## src/rtl/dmem_master.sv

```systemverilog
// Load/store initiator for a word-addressed data memory: OK requests take IDLE->ACCESS->RESP, faulting requests go straight to RESP.
// A response is held with RSP_VALID until RSP_READY, and no new request is taken until the block is back in IDLE.
module dmem_master #(
   parameter logic [31:0] DMEM_BASE  = 32'h0000_0000,
   parameter int unsigned DMEM_WORDS = 32768
) (
   input  logic        CLK,
   input  logic        RST,
   input  logic        REQ_VALID,
   output logic        REQ_READY,
   input  logic        REQ_WE,
   input  logic [2:0]  REQ_FUNCT3,
   input  logic [31:0] REQ_ADDR,
   input  logic [31:0] REQ_WDATA,
   output logic        RSP_VALID,
   input  logic        RSP_READY,
   output logic [31:0] RSP_RDATA,
   output logic [1:0]  RSP_ERR,
   output logic [29:0] MEM_ADDR,
   output logic [31:0] MEM_DATAO,
   input  logic [31:0] MEM_DATAI,
   output logic        MEM_CE,
   output logic [3:0]  MEM_WSTB
);

   typedef enum logic [1:0] {IDLE, ACCESS, RESP} state_t;

   localparam logic [32:0] DMEM_BYTES = 33'(DMEM_WORDS) << 2;
   localparam logic [1:0]  ERR_OK     = 2'b00;
   localparam logic [1:0]  ERR_MISAL  = 2'b01;
   localparam logic [1:0]  ERR_FAULT  = 2'b10;
   localparam logic [1:0]  ERR_ILL    = 2'b11;

   state_t      state, state_nxt;
   logic        accept;
   logic        we_q;
   logic [2:0]  funct3_q;
   logic [1:0]  off_q;
   logic [1:0]  chk_err;
   logic [32:0] offset;
   logic [31:0] wdata_lanes;
   logic [31:0] shifted;
   logic [31:0] load_data;
   logic [3:0]  wstb;

   assign accept = REQ_VALID && REQ_READY;

   // Checks are evaluated on the values being latched so the error path can skip ACCESS.
   always_comb begin
      offset  = {1'b0, REQ_ADDR} - {1'b0, DMEM_BASE};
      chk_err = ERR_OK;
      if (REQ_WE ? (REQ_FUNCT3 >= 3'b011)
                 : (REQ_FUNCT3 == 3'b011 || REQ_FUNCT3[2:1] == 2'b11))
         chk_err = ERR_ILL;
      else if ((REQ_FUNCT3[1:0] == 2'b01 && REQ_ADDR[0]) ||
               (REQ_FUNCT3[1:0] == 2'b10 && REQ_ADDR[1:0] != 2'b00))
         chk_err = ERR_MISAL;
      else if (offset[32] || offset >= DMEM_BYTES)
         chk_err = ERR_FAULT;
   end

   always_comb begin
      case (REQ_FUNCT3[1:0])
         2'b00:   wdata_lanes = {4{REQ_WDATA[7:0]}};
         2'b01:   wdata_lanes = {2{REQ_WDATA[15:0]}};
         default: wdata_lanes = REQ_WDATA;
      endcase
   end

   always_ff @(posedge CLK) begin
      if (RST)
         state <= IDLE;
      else
         state <= state_nxt;
   end

   always_comb begin
      state_nxt = state;
      case (state)
         IDLE:    if (accept) state_nxt = (chk_err == ERR_OK) ? ACCESS : RESP;
         ACCESS:  state_nxt = RESP;
         RESP:    if (RSP_READY) state_nxt = IDLE;
         default: state_nxt = IDLE;
      endcase
   end

   always_comb begin
      REQ_READY = (state == IDLE) && !RST;
      RSP_VALID = (state == RESP);
      MEM_CE    = (state == ACCESS) && !RST;
      MEM_WSTB  = (MEM_CE && we_q) ? wstb : 4'b0000;
   end

   always_comb begin
      case (funct3_q[1:0])
         2'b00:   wstb = 4'b0001 << off_q;
         2'b01:   wstb = 4'b0011 << {off_q[1], 1'b0};
         default: wstb = 4'b1111;
      endcase
   end

   always_comb begin
      shifted = MEM_DATAI >> {off_q, 3'b000};
      case (funct3_q)
         3'b000:  load_data = {{24{shifted[7]}}, shifted[7:0]};
         3'b001:  load_data = {{16{shifted[15]}}, shifted[15:0]};
         3'b100:  load_data = {24'd0, shifted[7:0]};
         3'b101:  load_data = {16'd0, shifted[15:0]};
         default: load_data = shifted;
      endcase
   end

   // MEM_ADDR/MEM_DATAO double as the latched address and write data; they only move on an OK accept.
   always_ff @(posedge CLK) begin
      if (RST) begin
         we_q      <= 1'b0;
         funct3_q  <= 3'b000;
         off_q     <= 2'b00;
         RSP_ERR   <= ERR_OK;
         RSP_RDATA <= 32'd0;
         MEM_ADDR  <= 30'd0;
         MEM_DATAO <= 32'd0;
      end else if (accept) begin
         we_q      <= REQ_WE;
         funct3_q  <= REQ_FUNCT3;
         off_q     <= REQ_ADDR[1:0];
         RSP_ERR   <= chk_err;
         RSP_RDATA <= 32'd0;
         if (chk_err == ERR_OK) begin
            MEM_ADDR  <= REQ_ADDR[31:2];
            MEM_DATAO <= wdata_lanes;
         end
      end else if (state == ACCESS && !we_q) begin
         RSP_RDATA <= load_data;
      end
   end

endmodule

```

## config.mk

```make
export PLATFORM = sky130hd
export DESIGN_NAME = dmem_master
export DESIGN_NICKNAME = d
export VERILOG_FILES = /design/src/rtl/dmem_master.sv
export SDC_FILE = /design/constraint.sdc
export NUM_CORES = 1
export LEC_CHECK = 0
export ABC_AREA = 1
export CORE_MARGIN = 2
export CORE_UTILIZATION = 44
export DETAILED_ROUTE_END_ITERATION = 16
export PLACE_DENSITY = 0.77
export SETUP_SLACK_MARGIN = 0.4
export SYNTH_ARGS = -nofsm -noshare
export SYNTH_HDL_FRONTEND = slang
export SYNTH_SLANG_ARGS = --single-unit
```

## constraint.sdc

```tcl
create_clock -name CLK -period 1.9 [get_ports CLK]
set_clock_uncertainty 0.1 [all_clocks]
set_input_delay 0.285 -clock CLK [delete_from_list [all_inputs] [get_ports CLK]]
set_output_delay 0.285 -clock CLK [all_outputs]
set_load 0.02 [all_outputs]
```

-- Word-level counts from Yosys, hierarchy flattened
Index checks and enable logic that the tools add are counted.
- register bits after elaboration: 104
- input bits: 104
- output and inout port bits: 103
- logic and storage cells: 57
- order comparisons: 2
- eq/ne operators: 12
- shift-type cells: 3
- multiplexer cells: 12
- reductions and logical operators: 20
- operator list (kind ; count):
    32-bit one-hot mux with 4 select lines ; 1
    32-bit one-hot mux with 2 select lines ; 1
    32-bit by 18-bit greater-or-equal comparator with 1-bit output (second input constant) ; 1
    32-bit by 5-bit right shift with 32-bit output ; 1
    2-bit two-way mux ; 6
    2-bit zero test ; 4
    4-bit one-hot mux with 2 select lines ; 1
    1-bit logical AND ; 7
    2-bit by 1-bit equality test with 1-bit output (second input constant) ; 3
    2-bit equality test (second input constant) ; 3
    3-bit equality test (second input constant) ; 2
    2-bit one-hot mux with 3 select lines ; 1
    4-bit two-way mux ; 1
    2-bit AND reduction ; 2
    1-bit by 2-bit << shifter with 4-bit output (first input constant) ; 1
    2-bit by 2-bit << shifter with 4-bit output (first input constant) ; 1
    3-bit by 1-bit equality test with 1-bit output (second input constant) ; 1
    3-bit by 2-bit equality test with 1-bit output (second input constant) ; 1
    3-bit by 2-bit greater-or-equal comparator with 1-bit output (second input constant) ; 1
    3-bit zero test ; 1
    1-bit zero test ; 2
    1-bit logical OR ; 2
    2-bit by 1-bit != test with 1-bit output (second input constant) ; 1
    2-bit != test (second input constant) ; 1
    3 further kinds ; 3

-- Longest topological paths before layout
- word-level depth: 9
- gate-level depth with buffers: 12

-- Least setup slack after synthesis
OpenSTA, ideal clock, no wires.
- path kind: input to output
- start: input RST
- end: output MEM_WSTB[0]
- arrival time: 1.272 ns
- data required time: 1.515 ns
- setup slack: 0.243 ns
- stages on the path: 4
- path buffers: 1
- cells stage by stage: buf_2 -> nor2_1 -> nand2_1 -> nor2_1
- longest elaborated chain between the ends: 4
- RTL lines (item ; RTL line ; source):
    start: declaration ; 8 ; input logic RST,
    1-bit zero test ; 90 ; MEM_CE = (state == ACCESS) && !RST;
    1-bit logical AND ; 90 ;
    net MEM_CE ; 22 ; output logic MEM_CE,
    1-bit logical AND ; 91 ; MEM_WSTB = (MEM_CE && we_q) ? wstb : 4'b0000;
    4-bit two-way mux ; 91 ;
    end: declaration ; 23 ; output logic [3:0] MEM_WSTB
The timed path passes the listed nets, and every way through them passes these cells.

-- Worst setup path in the final report
- start: register state[0]
- end: register MEM_DATAO[4]
- longest elaborated chain between the ends: 4
- RTL lines (item ; RTL line ; source):
    start: declaration ; 34 ; state_t state, state_nxt;
    start signal: assignment ; 74 ; state <= state_nxt;
    2-bit zero test ; 88 ; REQ_READY = (state == IDLE) && !RST;
    1-bit logical AND ; 88 ;
    1-bit logical AND ; 46 ; assign accept = REQ_VALID && REQ_READY;
    2-bit AND reduction (no source line) ; - ;
    end signal: assignment ; 131 ; MEM_DATAO <= wdata_lanes;
    end: declaration ; 20 ; output logic [31:0] MEM_DATAO,
Every way passes these cells.
A chain may end at the register's enable or synchronous reset.

==> results.md <==
* Final Hold Fails at 0
* Asr flop ratio synth at 0%
* Synth top area share at between 40% and 50%
* Crit-path cells: inv_2 > nand2_4 > nor3_4 > buf_6 > inv_6 > nor2_4 > buf_12 > buf_12 > buf_16 > nand3_1 > nand2_1 > nor2_1
* Vias in the first global route at around 6.2k
* Register area share after synthesis at between 40% and 50%
* Fmax at 508.0 MHz
* Crit path from: state[0]$_SDFFE_PP0P_
* R2R Path End: MEM_DATAO[4]$_SDFFE_PP0P_
* Final net count at roughly 1.2k
* Final setup violation count at 21
* GRT overflow at 0
* Setup crit end kind: flop
* Relative max-transition margin at between 70 and 80%
* CP required at around 2.1 ns
* Max Transition Viols Final at 0
* Die X at 112.5 microns
* Critical Path Sink: MEM_DATAO[4]$_SDFFE_PP0P_
* Drt wl/cell at slightly above 20 microns
* Top cells by instance count after synthesis: nand2_1, nor2_1, inv_1
* WS Path Type: flop to flop
* Reg2reg start: state[0]$_SDFFE_PP0P_
* Inserted Clock Buffers at 9
* Slew @ Worst Pin at about 0.4 ns
* Worst-path clk slew at 0.08 ns
* DP Wirelength at 11.41 mm
* Fin crit share at 103.6%
* DRT Pass-1 Iters at 6
* Synthesized area at 0.005179 sq mm
* Worst path buffer plus inverter count at 6
* R2R Setup Slk at -0.07 ns
* Final ANT Viol Nets at 0
* Final cell count without fillers at 1,207
* Antenna violations before repair at 3
* CP Depth at 12
* Final Cell Area at roughly 0.0094 sq mm
* Area Growth Syn to Fin at 82.17%
* CP arrival at approximately 2.1 ns
* Maxcap violations at 0
* First-pass GRT wire length at between 30 and 40 mm
* Placement Cell Area at 0.007523 sq mm
* Worst setup SP type: flop
* Worst-skew pair later-pin latency at 0.37 ns
* Post-Route WL at between 20 and 30 mm
* Yosys reg bits at around 100
* Worst path slowest cell: dfxtp_2
* Total Neg Setup Slack at -0.5677 ns
* Pleak at ~4.5 nW
* Min-Delay Path Class: flop to flop
* Syn. warnings at 0
* Clock Tree Buf Depth at 2
* Worst path most repeated cell: buf_12
* Num ports at 207
* Pre-CTS setup slack at -0.1967 ns
* Largest net degree at the start of global routing at 56
* Crit path max fanout at 5
* Number of synthesized flops with an enable pin at 0
* R2R depth at 12
* Clock root buffer: clkbuf_16
* Synth Area per Inst at 6.555 sq um
* Final worst slack at -0.06849 ns
* Hold slack final at between 0.3 and 0.4 ns
* Synthesized net count at between 800 and 900
* Synth area leaders: dfxtp_1, nand2_1, nor2_1
* Post-synth cell types at 26
* Violated checks: setup timing
* Synth area leader: dfxtp_1
* Cell family with most CP delay: simple AND/OR/NAND/NOR gates
* Share of cells above drive strength 1 at about a quarter
* Die area at roughly 0.013 sq mm
* Maximum VDD drop at ~0.43 mV
* Max H-tree Level at 3
* Max stage delay on crit path at around 0.35 ns
* Core box area at roughly 0.011 sq mm
* Dpl cells at about 1.1k
* Row count at 39
* Cells after synthesis at 790
* Total Routing Usage GR at 31.26%
* RSZ-0062 raised after global routing: true
* Top_reg_cell synth: dfxtp_1
* Starting density of the core at between 40% and 50%
* Detailed Route Iter0 Violations at 910
* Die H at around 110 microns
* GPL Wtd Cong at around 0.88
* Port Buffers at 206
* Most numerous cell in the Yosys netlist: nand2_1
* PD cells at 546.7 mW/mm^2
* # DRC at 0
* Avg Vias per Cell at slightly below 6
* Vias at a little under 7k
* CTS tree: done
* Status: finished with violations
* Final Critical Period at slightly below 2 ns
* Clock sinks at 104
[metal layers]
metal	vias to the layer above	wire length, microns	track usage, %
met4	0	1916	14.55
met5	-	0	0
met2	565	12040	53.69
met3	180	2631	7.343
met1	3177	8516	36.99
li1	3036	-	-
[through the flow]
step                      total power [W]  util (%)
after detailed placement         0.002976     65.61
after CTS                        0.004910     76.13
after floorplan                  0.002604         -
after global routing             0.005238     82.27
after global placement           0.002973     65.61
final                            0.005158     82.27
[kinds of logic after synthesis]
| family | Yosys count | share of synthesized area (%) |
|---|---|---|
| AND/OR/NAND/NOR | 393 | 32.64 |
| AO/OA/AOI/OAI | 133 | 13.58 |
| flip-flops | 104 | 40.20 |
| buffers and inverters | 160 | 13.58 |
[worst reg2reg max path, stage by stage, from the launching register on]
cell and delay (ns):
dfxtp_2 0.35, inv_2 0.08, nand2_4 0.06, nor3_4 0.27
buf_6 0.17, inv_6 0.04, nor2_4 0.18, buf_12 0.14
buf_12 0.13, buf_16 0.12, nand3_1 0.10, nand2_1 0.11
nor2_1 0.05
[state kept, by name, summed over array words and instances, names as in the netlist]
register / flops
MEM_DATAO: 32
RSP_RDATA: 32
MEM_ADDR: 30
funct3_q: 3
RSP_ERR: 2
off_q: 2
state: 2
we_q: 1
[how the worst min path moves through the flow]
stage,startpoint,endpoint,depth (start not counted)
final,MEM_ADDR[24]$_SDFFE_PP0P_,MEM_ADDR[24]$_SDFFE_PP0P_,2
after global routing,MEM_ADDR[24]$_SDFFE_PP0P_,MEM_ADDR[24]$_SDFFE_PP0P_,2
after CTS,REQ_WE,we_q$_SDFFE_PP0P_,4
after detailed placement,MEM_ADDR[18]$_SDFFE_PP0P_,MEM_ADDR[18]$_SDFFE_PP0P_,2
after global placement,MEM_ADDR[29]$_SDFFE_PP0P_,MEM_ADDR[29]$_SDFFE_PP0P_,2
after floorplan,REQ_WE,we_q$_SDFFE_PP0P_,2
[layout by cell type, fill, tap and decap left out, types with 4 or more instances in the layout]
| cell | count |
|---|---|
| clkdlybuf4s15_1 | 8 |
| nor2_4 | 15 |
| clkdlybuf4s50_1 | 98 |
| nand2_4 | 5 |
| nand2_2 | 8 |
| dfxtp_1 | 99 |
| or2_2 | 12 |
| dlygate4sd2_1 | 90 |
| clkbuf_16 | 14 |
| nor2_2 | 17 |
| a21oi_2 | 6 |
| buf_4 | 36 |
| buf_16 | 13 |
| dfxtp_2 | 4 |
| nor2_1 | 113 |
| o21ai_1 | 18 |
| nor3_4 | 12 |
| nand3_2 | 34 |
| inv_2 | 8 |
| inv_1 | 100 |
| a31oi_1 | 8 |
| o21ai_2 | 24 |
| nor3_2 | 4 |
| buf_12 | 23 |
| nand3_1 | 29 |
| nand3_4 | 4 |
| buf_6 | 25 |
| o21ai_0 | 36 |
| nand2_1 | 134 |
| o211ai_1 | 9 |
| a21oi_1 | 29 |
[area by class of cell]
cell class / instances / area (sq um)
antenna: 3 / 7.507
fill: 620 / 2033
clock buffer: 10 / 239.0
inverter: 111 / 424.2
clock inverter: 6 / 41.29
tap: 143 / 178.9
timing repair buffer: 303 / 3390
multi-input combinational: 527 / 3063
sequential: 104 / 2091
[repair_timing]
item	CTS	global route
buffers inserted	31	13
cloned	14	6
setup endpoints to repair	199	122
pin swaps	31	32
hold buffers	0	0
gates resized for setup	253	152
[report_power, final]
part | switching [W] | internal [W]
combinational | 0.000540 | 0.000507
clock | 0.000964 | 0.000933
sequential | 0.0000217 | 0.00219
Note: power is estimated with default switching activity, not from simulation.
